<file path="config.mk">
export PLATFORM = sky130hd
export DESIGN_NAME = dispatch_queue_flat
export DESIGN_NICKNAME = d
export VERILOG_FILES = /design/src/rtl/dispatch_queue_if.sv /design/src/rtl/dispatch_queue.sv /design/src/flat_wrapper.sv
export SDC_FILE = /design/constraint.sdc
export NUM_CORES = 1
export LEC_CHECK = 0
export BUFFER_PORTS_ARGS = -buffer_cell sky130_fd_sc_hd__buf_2
export CAP_MARGIN = 30
export CORE_MARGIN = 1
export CORE_UTILIZATION = 30
export DETAILED_ROUTE_END_ITERATION = 8
export GPL_TIMING_DRIVEN = 0
export HOLD_SLACK_MARGIN = 0.06
export PLACE_DENSITY = 0.53
export SLEW_MARGIN = 20
export SYNTH_ARGS = -nofsm -noshare
export SYNTH_HDL_FRONTEND = slang
export SYNTH_SLANG_ARGS = --single-unit
</file>
<file path="constraint.sdc">
create_clock -name clk_in -period 4.2 [get_ports clk_in]
set_input_delay 0.84 -clock clk_in [delete_from_list [all_inputs] [get_ports clk_in]]
set_output_delay 0.84 -clock clk_in [all_outputs]
set_load 0.01 [all_outputs]
</file>
<file path="src/rtl/dispatch_queue_if.sv">
`default_nettype none
// ============================================================================
// Module      : dispatch_queue_if
// Description : Decoder-to-dispatch handshake bundle. The decoder (master)
//               offers one decoded instruction per cycle with dec_valid_in.
//               The dispatch queue (slave) accepts it with dec_ready_out.
//               Signal names carry the dispatch-queue-side direction suffix.
// Ports       : dec_valid_in/dec_ready_out handshake; dec_type_in,
//               dec_is_mem_in, dec_rs1_in, dec_rs2_in, dec_rd_in, dec_imm_in,
//               dec_pc_in payload.
// Revision    : 1.0 - initial release
// ============================================================================
interface dispatch_queue_if #(
    parameter int XLEN   = 32,
    parameter int TYPE_W = 6
);
    logic              dec_valid_in;
    logic              dec_ready_out;
    logic [TYPE_W-1:0] dec_type_in;
    logic              dec_is_mem_in;
    logic [4:0]        dec_rs1_in;
    logic [4:0]        dec_rs2_in;
    logic [4:0]        dec_rd_in;
    logic [XLEN-1:0]   dec_imm_in;
    logic [XLEN-1:0]   dec_pc_in;

    modport master (
        output dec_valid_in, dec_type_in, dec_is_mem_in,
               dec_rs1_in, dec_rs2_in, dec_rd_in, dec_imm_in, dec_pc_in,
        input  dec_ready_out
    );

    modport slave (
        input  dec_valid_in, dec_type_in, dec_is_mem_in,
               dec_rs1_in, dec_rs2_in, dec_rd_in, dec_imm_in, dec_pc_in,
        output dec_ready_out
    );
endinterface
`default_nettype wire

</file>
<file path="src/rtl/dispatch_queue.sv">
`default_nettype none
// ============================================================================
// Module      : dispatch_queue
// Description : DEPTH-entry FIFO between decoder and Tomasulo back end. Issues
//               at most one instruction per cycle from the head, resolving its
//               source operands from regfile / CDB / ROB, renaming rd, and
//               routing to the reservation station or load/store buffer.
// Ports       : clk_in, rst_in, rdy_in, flush_in; dec (decoder handshake);
//               reg_* regfile query/rename; rob_* ROB query/allocate;
//               cdb_* snooped broadcast channels; rs_/lsb_ full+enable;
//               issue payload vj/vk/qj/qk/type/rd/imm/pc/dest.
// Revision    : 1.0 - initial release
// ============================================================================
module dispatch_queue #(
    parameter int XLEN   = 32,
    parameter int ROB_W  = 4,
    parameter int TYPE_W = 6,
    parameter int DEPTH  = 4,
    parameter int CDB_N  = 2
) (
    input  wire logic                    clk_in,
    input  wire logic                    rst_in,
    input  wire logic                    rdy_in,
    input  wire logic                    flush_in,
    dispatch_queue_if.slave              dec,
    output logic [4:0]                   reg_rs1_out,
    output logic [4:0]                   reg_rs2_out,
    input  wire logic [XLEN-1:0]         reg_rs1_data_in,
    input  wire logic [XLEN-1:0]         reg_rs2_data_in,
    input  wire logic                    reg_rs1_busy_in,
    input  wire logic                    reg_rs2_busy_in,
    input  wire logic [ROB_W-1:0]        reg_rs1_tag_in,
    input  wire logic [ROB_W-1:0]        reg_rs2_tag_in,
    output logic                         reg_rename_en_out,
    output logic [4:0]                   reg_rd_out,
    output logic [ROB_W-1:0]             reg_rd_tag_out,
    input  wire logic                    rob_full_in,
    input  wire logic [ROB_W-1:0]        rob_free_tag_in,
    output logic [ROB_W-1:0]             rob_q1_tag_out,
    output logic [ROB_W-1:0]             rob_q2_tag_out,
    input  wire logic                    rob_q1_rdy_in,
    input  wire logic                    rob_q2_rdy_in,
    input  wire logic [XLEN-1:0]         rob_q1_data_in,
    input  wire logic [XLEN-1:0]         rob_q2_data_in,
    output logic                         rob_en_out,
    input  wire logic [CDB_N-1:0]        cdb_valid_in,
    input  wire logic [CDB_N*ROB_W-1:0]  cdb_tag_in,
    input  wire logic [CDB_N*XLEN-1:0]   cdb_data_in,
    input  wire logic                    rs_full_in,
    input  wire logic                    lsb_full_in,
    output logic                         rs_en_out,
    output logic                         lsb_en_out,
    output logic [XLEN-1:0]              vj_out,
    output logic [XLEN-1:0]              vk_out,
    output logic [ROB_W-1:0]             qj_out,
    output logic [ROB_W-1:0]             qk_out,
    output logic                         qj_valid_out,
    output logic                         qk_valid_out,
    output logic [TYPE_W-1:0]            type_out,
    output logic [4:0]                   rd_out,
    output logic [XLEN-1:0]              imm_out,
    output logic [XLEN-1:0]              pc_out,
    output logic [ROB_W-1:0]             dest_out
);

    localparam int             AW       = $clog2(DEPTH);
    localparam logic [AW:0]    FULL_CNT = (AW + 1)'(DEPTH);

    typedef struct packed {
        logic [XLEN-1:0]  v;
        logic [ROB_W-1:0] q;
        logic             pend;
    } opnd_t;

    // Queue storage (no reset needed: only entries below count are ever read
    // as valid).
    logic [TYPE_W-1:0] type_q [DEPTH];
    logic              mem_q  [DEPTH];
    logic [4:0]        rs1_q  [DEPTH];
    logic [4:0]        rs2_q  [DEPTH];
    logic [4:0]        rd_q   [DEPTH];
    logic [XLEN-1:0]   imm_q  [DEPTH];
    logic [XLEN-1:0]   pc_q   [DEPTH];

    logic [AW-1:0] head_q, head_d;
    logic [AW-1:0] tail_q, tail_d;
    logic [AW:0]   count_q, count_d;

    logic  w_push;
    logic  w_issue;
    logic  w_head_mem;
    opnd_t w_op1;
    opnd_t w_op2;

    // Operand source priority: x0, idle register, CDB (lowest channel wins),
    // completed ROB entry, otherwise wait on the producer tag.
    function automatic opnd_t resolve(
        input logic [4:0]             idx,
        input logic                   busy,
        input logic [ROB_W-1:0]       tag,
        input logic [XLEN-1:0]        rf_data,
        input logic                   rob_rdy,
        input logic [XLEN-1:0]        rob_data,
        input logic [CDB_N-1:0]       cv,
        input logic [CDB_N*ROB_W-1:0] ct,
        input logic [CDB_N*XLEN-1:0]  cd
    );
        opnd_t r;
        logic  hit;
        r   = '0;
        hit = 1'b0;
        if (idx == 5'd0) begin
            r = '0;
        end else if (!busy) begin
            r.v = rf_data;
        end else begin
            // Scan downward so the lowest matching channel is the last write.
            for (int c = CDB_N - 1; c >= 0; c--) begin
                if (cv[c] && (ct[c*ROB_W +: ROB_W] == tag)) begin
                    hit = 1'b1;
                    r.v = cd[c*XLEN +: XLEN];
                end
            end
            if (!hit) begin
                if (rob_rdy) begin
                    r.v = rob_data;
                end else begin
                    r.q    = tag;
                    r.pend = 1'b1;
                end
            end
        end
        return r;
    endfunction

    // Ready depends only on registered occupancy, never on this cycle's issue.
    assign dec.dec_ready_out = (count_q != FULL_CNT) && !rst_in && rdy_in;
    assign w_push            = dec.dec_valid_in && dec.dec_ready_out && !flush_in;

    assign w_head_mem = mem_q[head_q];
    assign w_issue    = (count_q != '0) && rdy_in && !rst_in && !flush_in && !rob_full_in &&
                        (w_head_mem ? !lsb_full_in : !rs_full_in);

    assign reg_rs1_out    = rs1_q[head_q];
    assign reg_rs2_out    = rs2_q[head_q];
    assign rob_q1_tag_out = reg_rs1_tag_in;
    assign rob_q2_tag_out = reg_rs2_tag_in;

    assign w_op1 = resolve(rs1_q[head_q], reg_rs1_busy_in, reg_rs1_tag_in, reg_rs1_data_in,
                           rob_q1_rdy_in, rob_q1_data_in, cdb_valid_in, cdb_tag_in, cdb_data_in);
    assign w_op2 = resolve(rs2_q[head_q], reg_rs2_busy_in, reg_rs2_tag_in, reg_rs2_data_in,
                           rob_q2_rdy_in, rob_q2_data_in, cdb_valid_in, cdb_tag_in, cdb_data_in);

    assign rob_en_out        = w_issue;
    assign rs_en_out         = w_issue && !w_head_mem;
    assign lsb_en_out        = w_issue && w_head_mem;
    assign reg_rename_en_out = w_issue && (rd_q[head_q] != 5'd0);
    assign reg_rd_out        = rd_q[head_q];
    assign reg_rd_tag_out    = rob_free_tag_in;
    assign dest_out          = rob_free_tag_in;

    assign vj_out       = w_op1.v;
    assign qj_out       = w_op1.q;
    assign qj_valid_out = w_op1.pend;
    assign vk_out       = w_op2.v;
    assign qk_out       = w_op2.q;
    assign qk_valid_out = w_op2.pend;
    assign type_out     = type_q[head_q];
    assign rd_out       = rd_q[head_q];
    assign imm_out      = imm_q[head_q];
    assign pc_out       = pc_q[head_q];

    always_comb begin
        head_d  = head_q;
        tail_d  = tail_q;
        count_d = count_q;
        if (flush_in) begin
            head_d  = '0;
            tail_d  = '0;
            count_d = '0;
        end else begin
            if (w_issue) head_d = head_q + 1'b1;
            if (w_push)  tail_d = tail_q + 1'b1;
            case ({w_push, w_issue})
                2'b10:   count_d = count_q + 1'b1;
                2'b01:   count_d = count_q - 1'b1;
                default: count_d = count_q;
            endcase
        end
    end

    always_ff @(posedge clk_in) begin
        if (rst_in) begin
            head_q  <= '0;
            tail_q  <= '0;
            count_q <= '0;
        end else if (rdy_in) begin
            head_q  <= head_d;
            tail_q  <= tail_d;
            count_q <= count_d;
        end
    end

    always_ff @(posedge clk_in) begin
        if (w_push) begin
            type_q[tail_q] <= dec.dec_type_in;
            mem_q[tail_q]  <= dec.dec_is_mem_in;
            rs1_q[tail_q]  <= dec.dec_rs1_in;
            rs2_q[tail_q]  <= dec.dec_rs2_in;
            rd_q[tail_q]   <= dec.dec_rd_in;
            imm_q[tail_q]  <= dec.dec_imm_in;
            pc_q[tail_q]   <= dec.dec_pc_in;
        end
    end

endmodule
`default_nettype wire

</file>
<file path="src/flat_wrapper.sv">
// flat-port wrapper written by rule: the top's interface ports become plain ports
module dispatch_queue_flat 
#(
    parameter int XLEN   = 32,
    parameter int ROB_W  = 4,
    parameter int TYPE_W = 6,
    parameter int DEPTH  = 4,
    parameter int CDB_N  = 2
)
  (clk_in, rst_in, rdy_in, flush_in, reg_rs1_out, reg_rs2_out, reg_rs1_data_in, reg_rs2_data_in, reg_rs1_busy_in, reg_rs2_busy_in, reg_rs1_tag_in, reg_rs2_tag_in, reg_rename_en_out, reg_rd_out, reg_rd_tag_out, rob_full_in, rob_free_tag_in, rob_q1_tag_out, rob_q2_tag_out, rob_q1_rdy_in, rob_q2_rdy_in, rob_q1_data_in, rob_q2_data_in, rob_en_out, cdb_valid_in, cdb_tag_in, cdb_data_in, rs_full_in, lsb_full_in, rs_en_out, lsb_en_out, vj_out, vk_out, qj_out, qk_out, qj_valid_out, qk_valid_out, type_out, rd_out, imm_out, pc_out, dest_out, dec_dec_valid_in, dec_dec_type_in, dec_dec_is_mem_in, dec_dec_rs1_in, dec_dec_rs2_in, dec_dec_rd_in, dec_dec_imm_in, dec_dec_pc_in, dec_dec_ready_out);
  dispatch_queue_if #(.XLEN(XLEN), .TYPE_W(TYPE_W)) dec_i ();
  input  wire logic clk_in;
  input  wire logic rst_in;
  input  wire logic rdy_in;
  input  wire logic flush_in;
  output logic [4:0] reg_rs1_out;
  output logic [4:0] reg_rs2_out;
  input  wire logic [XLEN-1:0] reg_rs1_data_in;
  input  wire logic [XLEN-1:0] reg_rs2_data_in;
  input  wire logic reg_rs1_busy_in;
  input  wire logic reg_rs2_busy_in;
  input  wire logic [ROB_W-1:0] reg_rs1_tag_in;
  input  wire logic [ROB_W-1:0] reg_rs2_tag_in;
  output logic reg_rename_en_out;
  output logic [4:0] reg_rd_out;
  output logic [ROB_W-1:0] reg_rd_tag_out;
  input  wire logic rob_full_in;
  input  wire logic [ROB_W-1:0] rob_free_tag_in;
  output logic [ROB_W-1:0] rob_q1_tag_out;
  output logic [ROB_W-1:0] rob_q2_tag_out;
  input  wire logic rob_q1_rdy_in;
  input  wire logic rob_q2_rdy_in;
  input  wire logic [XLEN-1:0] rob_q1_data_in;
  input  wire logic [XLEN-1:0] rob_q2_data_in;
  output logic rob_en_out;
  input  wire logic [CDB_N-1:0] cdb_valid_in;
  input  wire logic [CDB_N*ROB_W-1:0] cdb_tag_in;
  input  wire logic [CDB_N*XLEN-1:0] cdb_data_in;
  input  wire logic rs_full_in;
  input  wire logic lsb_full_in;
  output logic rs_en_out;
  output logic lsb_en_out;
  output logic [XLEN-1:0] vj_out;
  output logic [XLEN-1:0] vk_out;
  output logic [ROB_W-1:0] qj_out;
  output logic [ROB_W-1:0] qk_out;
  output logic qj_valid_out;
  output logic qk_valid_out;
  output logic [TYPE_W-1:0] type_out;
  output logic [4:0] rd_out;
  output logic [XLEN-1:0] imm_out;
  output logic [XLEN-1:0] pc_out;
  output logic [ROB_W-1:0] dest_out;
  input wire logic [$bits(dec_i.dec_valid_in)-1:0] dec_dec_valid_in;
  input wire logic [$bits(dec_i.dec_type_in)-1:0] dec_dec_type_in;
  input wire logic [$bits(dec_i.dec_is_mem_in)-1:0] dec_dec_is_mem_in;
  input wire logic [$bits(dec_i.dec_rs1_in)-1:0] dec_dec_rs1_in;
  input wire logic [$bits(dec_i.dec_rs2_in)-1:0] dec_dec_rs2_in;
  input wire logic [$bits(dec_i.dec_rd_in)-1:0] dec_dec_rd_in;
  input wire logic [$bits(dec_i.dec_imm_in)-1:0] dec_dec_imm_in;
  input wire logic [$bits(dec_i.dec_pc_in)-1:0] dec_dec_pc_in;
  output wire logic [$bits(dec_i.dec_ready_out)-1:0] dec_dec_ready_out;
  assign dec_i.dec_valid_in = dec_dec_valid_in;
  assign dec_i.dec_type_in = dec_dec_type_in;
  assign dec_i.dec_is_mem_in = dec_dec_is_mem_in;
  assign dec_i.dec_rs1_in = dec_dec_rs1_in;
  assign dec_i.dec_rs2_in = dec_dec_rs2_in;
  assign dec_i.dec_rd_in = dec_dec_rd_in;
  assign dec_i.dec_imm_in = dec_dec_imm_in;
  assign dec_i.dec_pc_in = dec_dec_pc_in;
  assign dec_dec_ready_out = dec_i.dec_ready_out;
  dispatch_queue #(.XLEN(XLEN), .ROB_W(ROB_W), .TYPE_W(TYPE_W), .DEPTH(DEPTH), .CDB_N(CDB_N)) u_core (.clk_in(clk_in), .rst_in(rst_in), .rdy_in(rdy_in), .flush_in(flush_in), .dec(dec_i), .reg_rs1_out(reg_rs1_out), .reg_rs2_out(reg_rs2_out), .reg_rs1_data_in(reg_rs1_data_in), .reg_rs2_data_in(reg_rs2_data_in), .reg_rs1_busy_in(reg_rs1_busy_in), .reg_rs2_busy_in(reg_rs2_busy_in), .reg_rs1_tag_in(reg_rs1_tag_in), .reg_rs2_tag_in(reg_rs2_tag_in), .reg_rename_en_out(reg_rename_en_out), .reg_rd_out(reg_rd_out), .reg_rd_tag_out(reg_rd_tag_out), .rob_full_in(rob_full_in), .rob_free_tag_in(rob_free_tag_in), .rob_q1_tag_out(rob_q1_tag_out), .rob_q2_tag_out(rob_q2_tag_out), .rob_q1_rdy_in(rob_q1_rdy_in), .rob_q2_rdy_in(rob_q2_rdy_in), .rob_q1_data_in(rob_q1_data_in), .rob_q2_data_in(rob_q2_data_in), .rob_en_out(rob_en_out), .cdb_valid_in(cdb_valid_in), .cdb_tag_in(cdb_tag_in), .cdb_data_in(cdb_data_in), .rs_full_in(rs_full_in), .lsb_full_in(lsb_full_in), .rs_en_out(rs_en_out), .lsb_en_out(lsb_en_out), .vj_out(vj_out), .vk_out(vk_out), .qj_out(qj_out), .qk_out(qk_out), .qj_valid_out(qj_valid_out), .qk_valid_out(qk_valid_out), .type_out(type_out), .rd_out(rd_out), .imm_out(imm_out), .pc_out(pc_out), .dest_out(dest_out));
endmodule
</file>
==> summary.md, run 1 <==
| Metric | Value |
|---|---|
| Synth top area share | `0.634` |
| Placer Congestion | `0.997` |
| Die height | `235 um` |
| Remaining antenna violation count after routing | `0` |
| Routed wire length | `60000 um` |
| Reg2Reg Capture Point | `u_core.count_q[2]$_SDFFE_PP0P_` |
| Vias per cell | `5.20` |
| Async SR Flop Fraction | `0` |
| Clock tree root buffer cell | `clkbuf_16` |
| P&R area growth vs syn | `29.1%` |
| # DRC | `0` |
| VDD IR max | `0.364 mV` |
| Tot Pwr | `7.61 mW` |
| Design area | `21000 sq um` |
| Hold Crit Start | `u_core.head_q[1]$_SDFFE_PP0P_` |
| Final TNS setup | `0 ps` |
| CP Max Fanout | `10` |
| H-tree levels | `2` |
| Pleak | `7.74 nW` |
| Port bufs | `489` |
| CTS tree | `yes` |
| Post-synthesis area per instance | `15.4 sq um` |
| Final-report setup violation count | `0` |
| Initial antenna violation count | `24` |
| Fmax | `239 MHz` |
| Number of flops mapped to enable cells by yosys | `344` |
| Die Wd | `235 um` |
| Worst r2r path cells | `12` |
| Dpl cells | `2252` |
| Tmin final | `4190 ps` |
| Initial DRC count | `722` |
| Worst hold-check path type | `reg2reg` |
| CTS Buf Count | `36` |
| Synth Flop Type | `edfxtp_1` |
| Core Footprint | `53700 sq um` |
| Post-Syn Area | `16300 sq um` |
| CTS Sinks | `353` |
| Final net count | `1911` |
| Fin. Hold Viols | `0` |
| Synthesis Warnings | `0` |
| Total gr overflow | `0` |
| Post-DP Area | `19800 sq um` |
| Post-synthesis sequential area ratio | `0.645` |
| Max-cap violation count | `0` |
| Crit. End Element | `primary output` |
| Pwr Density | `362 nW/um^2` |
| #FFs+latches synth | `353` |
| Clock Tree Buf Depth | `3` |
| Outcome | `finished, final reports clean` |
| CTS clk-pin slew, worst paths | `60 ps` |
| Share of cells above drive strength 1 | `0.428` |
| Setup ws final | `9.10 ps` |
| Mapped Nets | `1375` |
| Yosys top cell by area | `edfxtp_1` |
| Worst Setup Slack post-DPL | `-589 ps` |
| Area contributors post-synth | `edfxtp_1 63%, mux4_2 11%, a311oi_1 3.5%` |
| Clock latency on the worst-skew pair | `520 ps` |
| Initial Util | `0.303` |
| Slew Limit Fails | `0` |
| WP data required | `3360 ps` |
| Count of cell types in the netlist | `45` |
| Vias in the first global route | `12500` |
| Routed len/inst | `25.8 um` |
| RSZ-0062 raised after global routing | `no` |
| CP Launch Type | `input port` |
| FF-to-FF setup slack | `1010 ps` |
| Crit path kind | `in2out` |
| Initial DRT Pass Iterations | `5` |
| DR vias | `12100` |
| DP HPWL | `46400 um` |
| # IOs | `497` |
| Max transition margin | `0.358` |
| Worst EP arrival | `3350 ps` |
| Finished Layout Cells | `2322` |
| Tot GR Track Use | `0.211` |
| Die area | `55300 sq um` |
| Skew final | `12.5 ps` |
| First-pass GRT wire length | `85100 um` |
| Largest net degree at the start of global routing | `43` |
| Cells after Synth | `1058` |
| Worst slew pin tran | `954 ps` |
| Worst Hold Path Cells | `1` |
| Period utilization | `0.998` |
| Num rows | `85` |
[cell type report]
cell class / count / area (sq um)
fillers: 5185 / 32700
flip-flops and latches: 353 / 10500
multi-input cells: 575 / 5290
repair buffers: 498 / 2650
clock buffers: 46 / 960
well taps: 696 / 871
plain buffers: 125 / 603
clock inverters: 18 / 123
inverters: 5 / 18.8
diodes: 6 / 15.0
[metal layers]
metal	wire, um	vias up	global-route usage
met5	195	-	0
met4	2840	28	0.106
met3	4470	125	0.0580
met2	30500	502	0.367
met1	22000	5982	0.236
li1	-	5433	-
[stage by stage]
stage / util / hold slack (ps)
floorplan: - / 442
global placement: 0.365 / 478
detailed placement: 0.369 / 497
CTS: 0.391 / 504
global route: 0.392 / 509
finish: 0.392 / 492
[worst max-delay path by stage]
stage,start,end
after CTS,reg_rs1_tag_in[2],vj_out[19]
final,reg_rs1_tag_in[2],vj_out[19]
after global routing,reg_rs2_tag_in[2],vk_out[30]
after global placement,rdy_in,u_core.type_q[1][0]$_DFFE_PP_
after detailed placement,reg_rs1_tag_in[2],vj_out[19]
after floorplan,rdy_in,u_core.imm_q[1][0]$_DFFE_PP_
[logic make-up (layout without fill, tap and decap cells)]
group,count (synthesis),after routing,synth area share
buf+inv,130,692,0.0374
flops,353,353,0.645
simple gates,255,255,0.0864
fa+ha+maj,5,5,0.00384
mux,89,89,0.123
xor+xnor,16,16,0.00860
compound gates,210,210,0.0963
other cells,0,6,0
[synth_stat cells (all sizes together) (3+ instances only)]
library cell / count
a21boi: 64
a21oi: 3
a311oi: 65
and2: 16
and3: 67
and4: 3
buf: 47
clkbuf: 78
dfxtp: 9
edfxtp: 344
ha: 5
inv: 5
mux4: 86
nand2: 8
nand2b: 3
nand4: 66
nor2: 76
nor3: 5
nor4: 3
o21ai: 4
o22ai: 64
or4: 3
xnor2: 5
xor2: 11
[state kept, by name, indices dropped and copies added (netlist names), 3 cells and up, named ones only]
signal,flops
u_core.rs1_q,20
u_core.count_q,3
u_core.type_q,24
u_core.imm_q,128
u_core.pc_q,128
u_core.mem_q,4
u_core.rs2_q,20
u_core.rd_q,20
[layout by cell type, fill, tap and decap left out, types with 3 or more instances in the layout]
cell type / synthesis / routed
clkbuf_2: 0 / 8
edfxtp_1: 344 / 344
xor2_1: 11 / 11
nand2_1: 8 / 8
o22ai_1: 64 / 64
diode_2: 0 / 6
and3_1: 67 / 67
buf_16: 0 / 5
ha_1: 5 / 5
buf_12: 1 / 4
nand2b_1: 3 / 3
and2_4: 0 / 4
buf_2: 15 / 503
nand4_1: 66 / 66
clkinv_2: 0 / 5
inv_1: 4 / 4
mux4_1: 7 / 6
nor2_1: 74 / 74
a311oi_1: 65 / 55
clkbuf_1: 78 / 79
a311oi_2: 0 / 9
nor3_1: 5 / 3
o21ai_0: 4 / 4
and2_1: 16 / 12
mux4_2: 79 / 80
or4_1: 3 / 3
xnor2_1: 5 / 5
buf_1: 9 / 9
a21boi_0: 64 / 64
dfxtp_1: 9 / 9
clkinv_1: 0 / 8
and4_1: 3 / 3
clkbuf_16: 0 / 37
a21oi_1: 3 / 3
buf_4: 21 / 22
[report_power, final]
part / internal [mW] / total (mW) / leakage, nW / switching (mW)
clock: 1.69 / 2.97 / 0.532 / 1.28
sequential: 3.88 / 3.89 / 3.17 / 0.00442
combinational: 0.304 / 0.762 / 4.04 / 0.459
[worst max-delay path, cell delays in order]
cell	delay, ps
buf_2	140
xor2_1	170
nor2_1	130
and4_1	200
clkbuf_1	370
clkbuf_1	410
o22ai_1	300
a311oi_4	560
buf_2	230
[timing repair]
item                       CTS  global route
setup endpoints to repair   51            25
setup buffers                0             0
resized for setup           15            17
hold buffers                 0             0
Power figures use the tool's default switching activity.
==> run 2: changes to the inputs <==
Settings changed: PLACE_DENSITY 0.53 to 0.61, SLEW_MARGIN 20 to unset.
==> summary.md, run 2 (synthesis results as in run 1) <==
| Metric | Value |
|---|---|
| Total gr overflow | `0 (unchanged)` |
| CP Launch Type | `input port` |
| Top Metal Used | `met5` |
| Sw Ratio | `0.231 (+0.00217)` |
| Worst EP arrival | `3280 ps (-70 ps)` |
| Design area | `20900 sq um (-0.44%)` |
| First-pass GRT wire length | `82400 um (-3.2%)` |
| FF-to-FF setup slack | `1050 ps (+40 ps)` |
| Initial antenna violation count | `12 (-50%)` |
| Crit path kind | `in2out` |
| DR vias | `12100 (+0.36%)` |
| Outcome | `finished, final reports clean` |
| Port bufs | `489 (unchanged)` |
| Postcts setup bufs | `0 (unchanged)` |
| VDD IR max | `0.363 mV (-0.51%)` |
| CTS Sinks | `353 (unchanged)` |
| Most common cell after layout, fill and taps aside | `buf_2` |
| DR WL met3 | `4440 um (-0.56%)` |
| Slew Limit Fails | `0 (unchanged)` |
| Flop pwr share | `0.511 (about the same)` |
| Remaining antenna violation count after routing | `0 (unchanged)` |
| Core Util, Final | `0.390 (-0.00172)` |
| Tmin final | `4120 ps (-69.1 ps)` |
| Worst setup path endpoint | `vj_out[1]` |
| CTS Buf Count | `34 (-5.6%)` |
| Worst hold-check path type | `in2reg` |
| Fmax | `243 MHz (+1.7%)` |
| Clock tree root buffer cell | `clkbuf_16` |
| CTS clk-pin slew, worst paths | `60 ps (about the same)` |
| Share of cells above drive strength 1 | `0.432 (+0.00390)` |
| Largest net degree at the start of global routing | `50 (+16%)` |
| Crit. End Element | `primary output` |
| Most frequent cells in the layout | `501 x buf_2, 344 x edfxtp_1, 79 x mux4_2, 74 x nor2_1, 73 x clkbuf_1` |
| Max transition margin | `0.447 (+0.0893)` |
| Pleak | `7.70 nW (-0.51%)` |
| Largest registers | `u_core.imm_q: 128 flops, u_core.pc_q: 128 flops, u_core.type_q: 24 flops` |
| Die height | `235 um (unchanged)` |
| Die Wd | `235 um (unchanged)` |
| Clock Tree Buf Depth | `3 (unchanged)` |
| Num rows | `85 (unchanged)` |
| Initial DRT Pass Iterations | `5 (unchanged)` |
| Initial DRC count | `735 (+1.8%)` |
| Final net count | `1904 (-0.37%)` |
| Clock latency on the worst-skew pair | `520 ps (about the same)` |
| Sw Pwr | `1.76 mW (+0.88%)` |
| Internal | `5.85 mW (-0.35%)` |
| DP HPWL | `44500 um (-4.0%)` |
| Skew final | `13.2 ps (+0.709 ps)` |
| Clk pwr share | `0.389 (about the same)` |
| Routed len/inst | `24.9 um (-3.8%)` |
| Vias in the first global route | `12300 (-1.1%)` |
| WP data required | `3360 ps (about the same)` |
| Tot GR Track Use | `0.202 (-0.00895)` |
| H-tree levels | `2 (unchanged)` |
| Die area | `55300 sq um (unchanged)` |
| Pwr Density | `363 nW/um^2 (+0.37%)` |
| Post-DP Area | `19800 sq um (-0.44%)` |
| RSZ-0062 raised after global routing | `no` |
| Metal-1 WL | `20600 um (-6.4%)` |
| Final-report setup violation count | `0 (unchanged)` |
| CTS tree | `yes` |
| Core Footprint | `53700 sq um (unchanged)` |
| Fin. Hold Viols | `0 (unchanged)` |
| Initial Util | `0.303 (unchanged)` |
| Reg2Reg Capture Point | `u_core.count_q[2]$_SDFFE_PP0P_` |
| Hold_buf cts | `0 (unchanged)` |
| Combinational share of power | `0.100 (about the same)` |
| P&R area growth vs syn | `28.5%` |
| Placer Congestion | `0.963 (-3.4%)` |
| # IOs | `497 (unchanged)` |
| Wire length on met2 | `30000 um (-1.7%)` |
| Vias per cell | `5.24 (+0.76%)` |
| Routed wire length | `57500 um (-4.1%)` |
| Period utilization | `0.981 (-0.0165)` |
| CP Max Fanout | `10 (unchanged)` |
| Max-cap violation count | `0 (unchanged)` |
| # DRC | `0 (unchanged)` |
| Worst slew pin tran | `829 ps (-125 ps)` |
| Critical path launch point | `reg_rs1_tag_in[3]` |
| Worst r2r path cells | `13 (+1)` |
run 2: cell count changes in the layout (fill, tap and decap cells not counted), moves of 2 or more:
cell | previous run | this run
buf_12 | 4 | 1
clkinvlp_4 | 0 | 2
buf_2 | 503 | 501
clkbuf_16 | 37 | 35
clkbuf_1 | 79 | 73
clkinv_1 | 8 | 4
run 2: worst max-delay path, stage by stage:
cell and delay [ps]:
buf_2 160, xor2_1 170, nor2_1 150, and4_1 210
clkbuf_1 390, clkbuf_1 390, o22ai_1 280, a311oi_1 480
buf_2 210
run 2: how the worst min path moves through the flow:
stage / startpoint / to / slack [ps] / depth (start not counted)
after floorplan: u_core.head_q[1]$_SDFFE_PP0P_ / flop / 440 / 1
after detailed placement: u_core.count_q[0]$_SDFFE_PP0P_ / u_core.count_q[0]$_SDFFE_PP0P_ / 540 / 2
after global placement: u_core.count_q[1]$_SDFFE_PP0P_ / u_core.count_q[1]$_SDFFE_PP0P_ / 520 / 2
final: dec_dec_imm_in[31] / u_core.imm_q[1][31]$_DFFE_PP_ / 530 / 1
after CTS: dec_dec_imm_in[11] / u_core.imm_q[0][11]$_DFFE_PP_ / 500 / 1
after global routing: dec_dec_imm_in[11] / u_core.imm_q[0][11]$_DFFE_PP_ / 510 / 1
run 2: layer usage:
metal | GRT usage | up-vias
met4 | 0.0793 | 16
li1 | - | 5424
met2 | 0.367 | 500
met3 | 0.0584 | 108
met1 | 0.219 | 6066
met5 | 0 | -
run 2: layout make-up:
cell class | count | area, sq um
buffer | 124 | 609
antenna | 7 | 17.5
fill | 5188 | 32800
tap | 696 | 871
sequential | 353 | 10500
multi-input combinational | 575 | 5280
inverter | 5 | 18.8
timing repair buffer | 494 | 2560
clock buffer | 40 | 895
clock inverter | 19 | 175
run 2: what timing repair did:
action	in CTS	in global routing
setup endpoints to repair	57	19
hold endpoints to repair	0	0
pin swaps	2	2
gates resized for setup	20	14
gates cloned	0	0
run 2: per-stage QoR:
| step | cells | TNS, ps | hold WS [ps] | worst slack, ps | power (mW) |
|---|---|---|---|---|---|
| 2_1_floorplan | 1058 | 0 | 442 | 284 | 4.28 |
| 3_3_place_gp | 2243 | -571920 | 522 | -1670 | 4.70 |
| 3_5_place_dp | 2248 | -7680 | 538 | -542 | 4.71 |
| 4_1_cts | 2307 | 0 | 497 | 8.75 | 7.68 |
| 5_1_grt | 2306 | 0 | 510 | 2.34 | 7.86 |
| 6_report | 2313 | 0 | 530 | 78.2 | 7.61 |
run 2: power by group through the flow:
stage / sequential [mW] / combinational [mW] / clock (mW)
global placement: 3.96 / 0.733 / 0
finish: 3.89 / 0.763 / 2.96
floorplan: 3.96 / 0.315 / 0
global route: 3.88 / 0.808 / 3.16
CTS: 3.89 / 0.758 / 3.04
detailed placement: 3.96 / 0.745 / 0
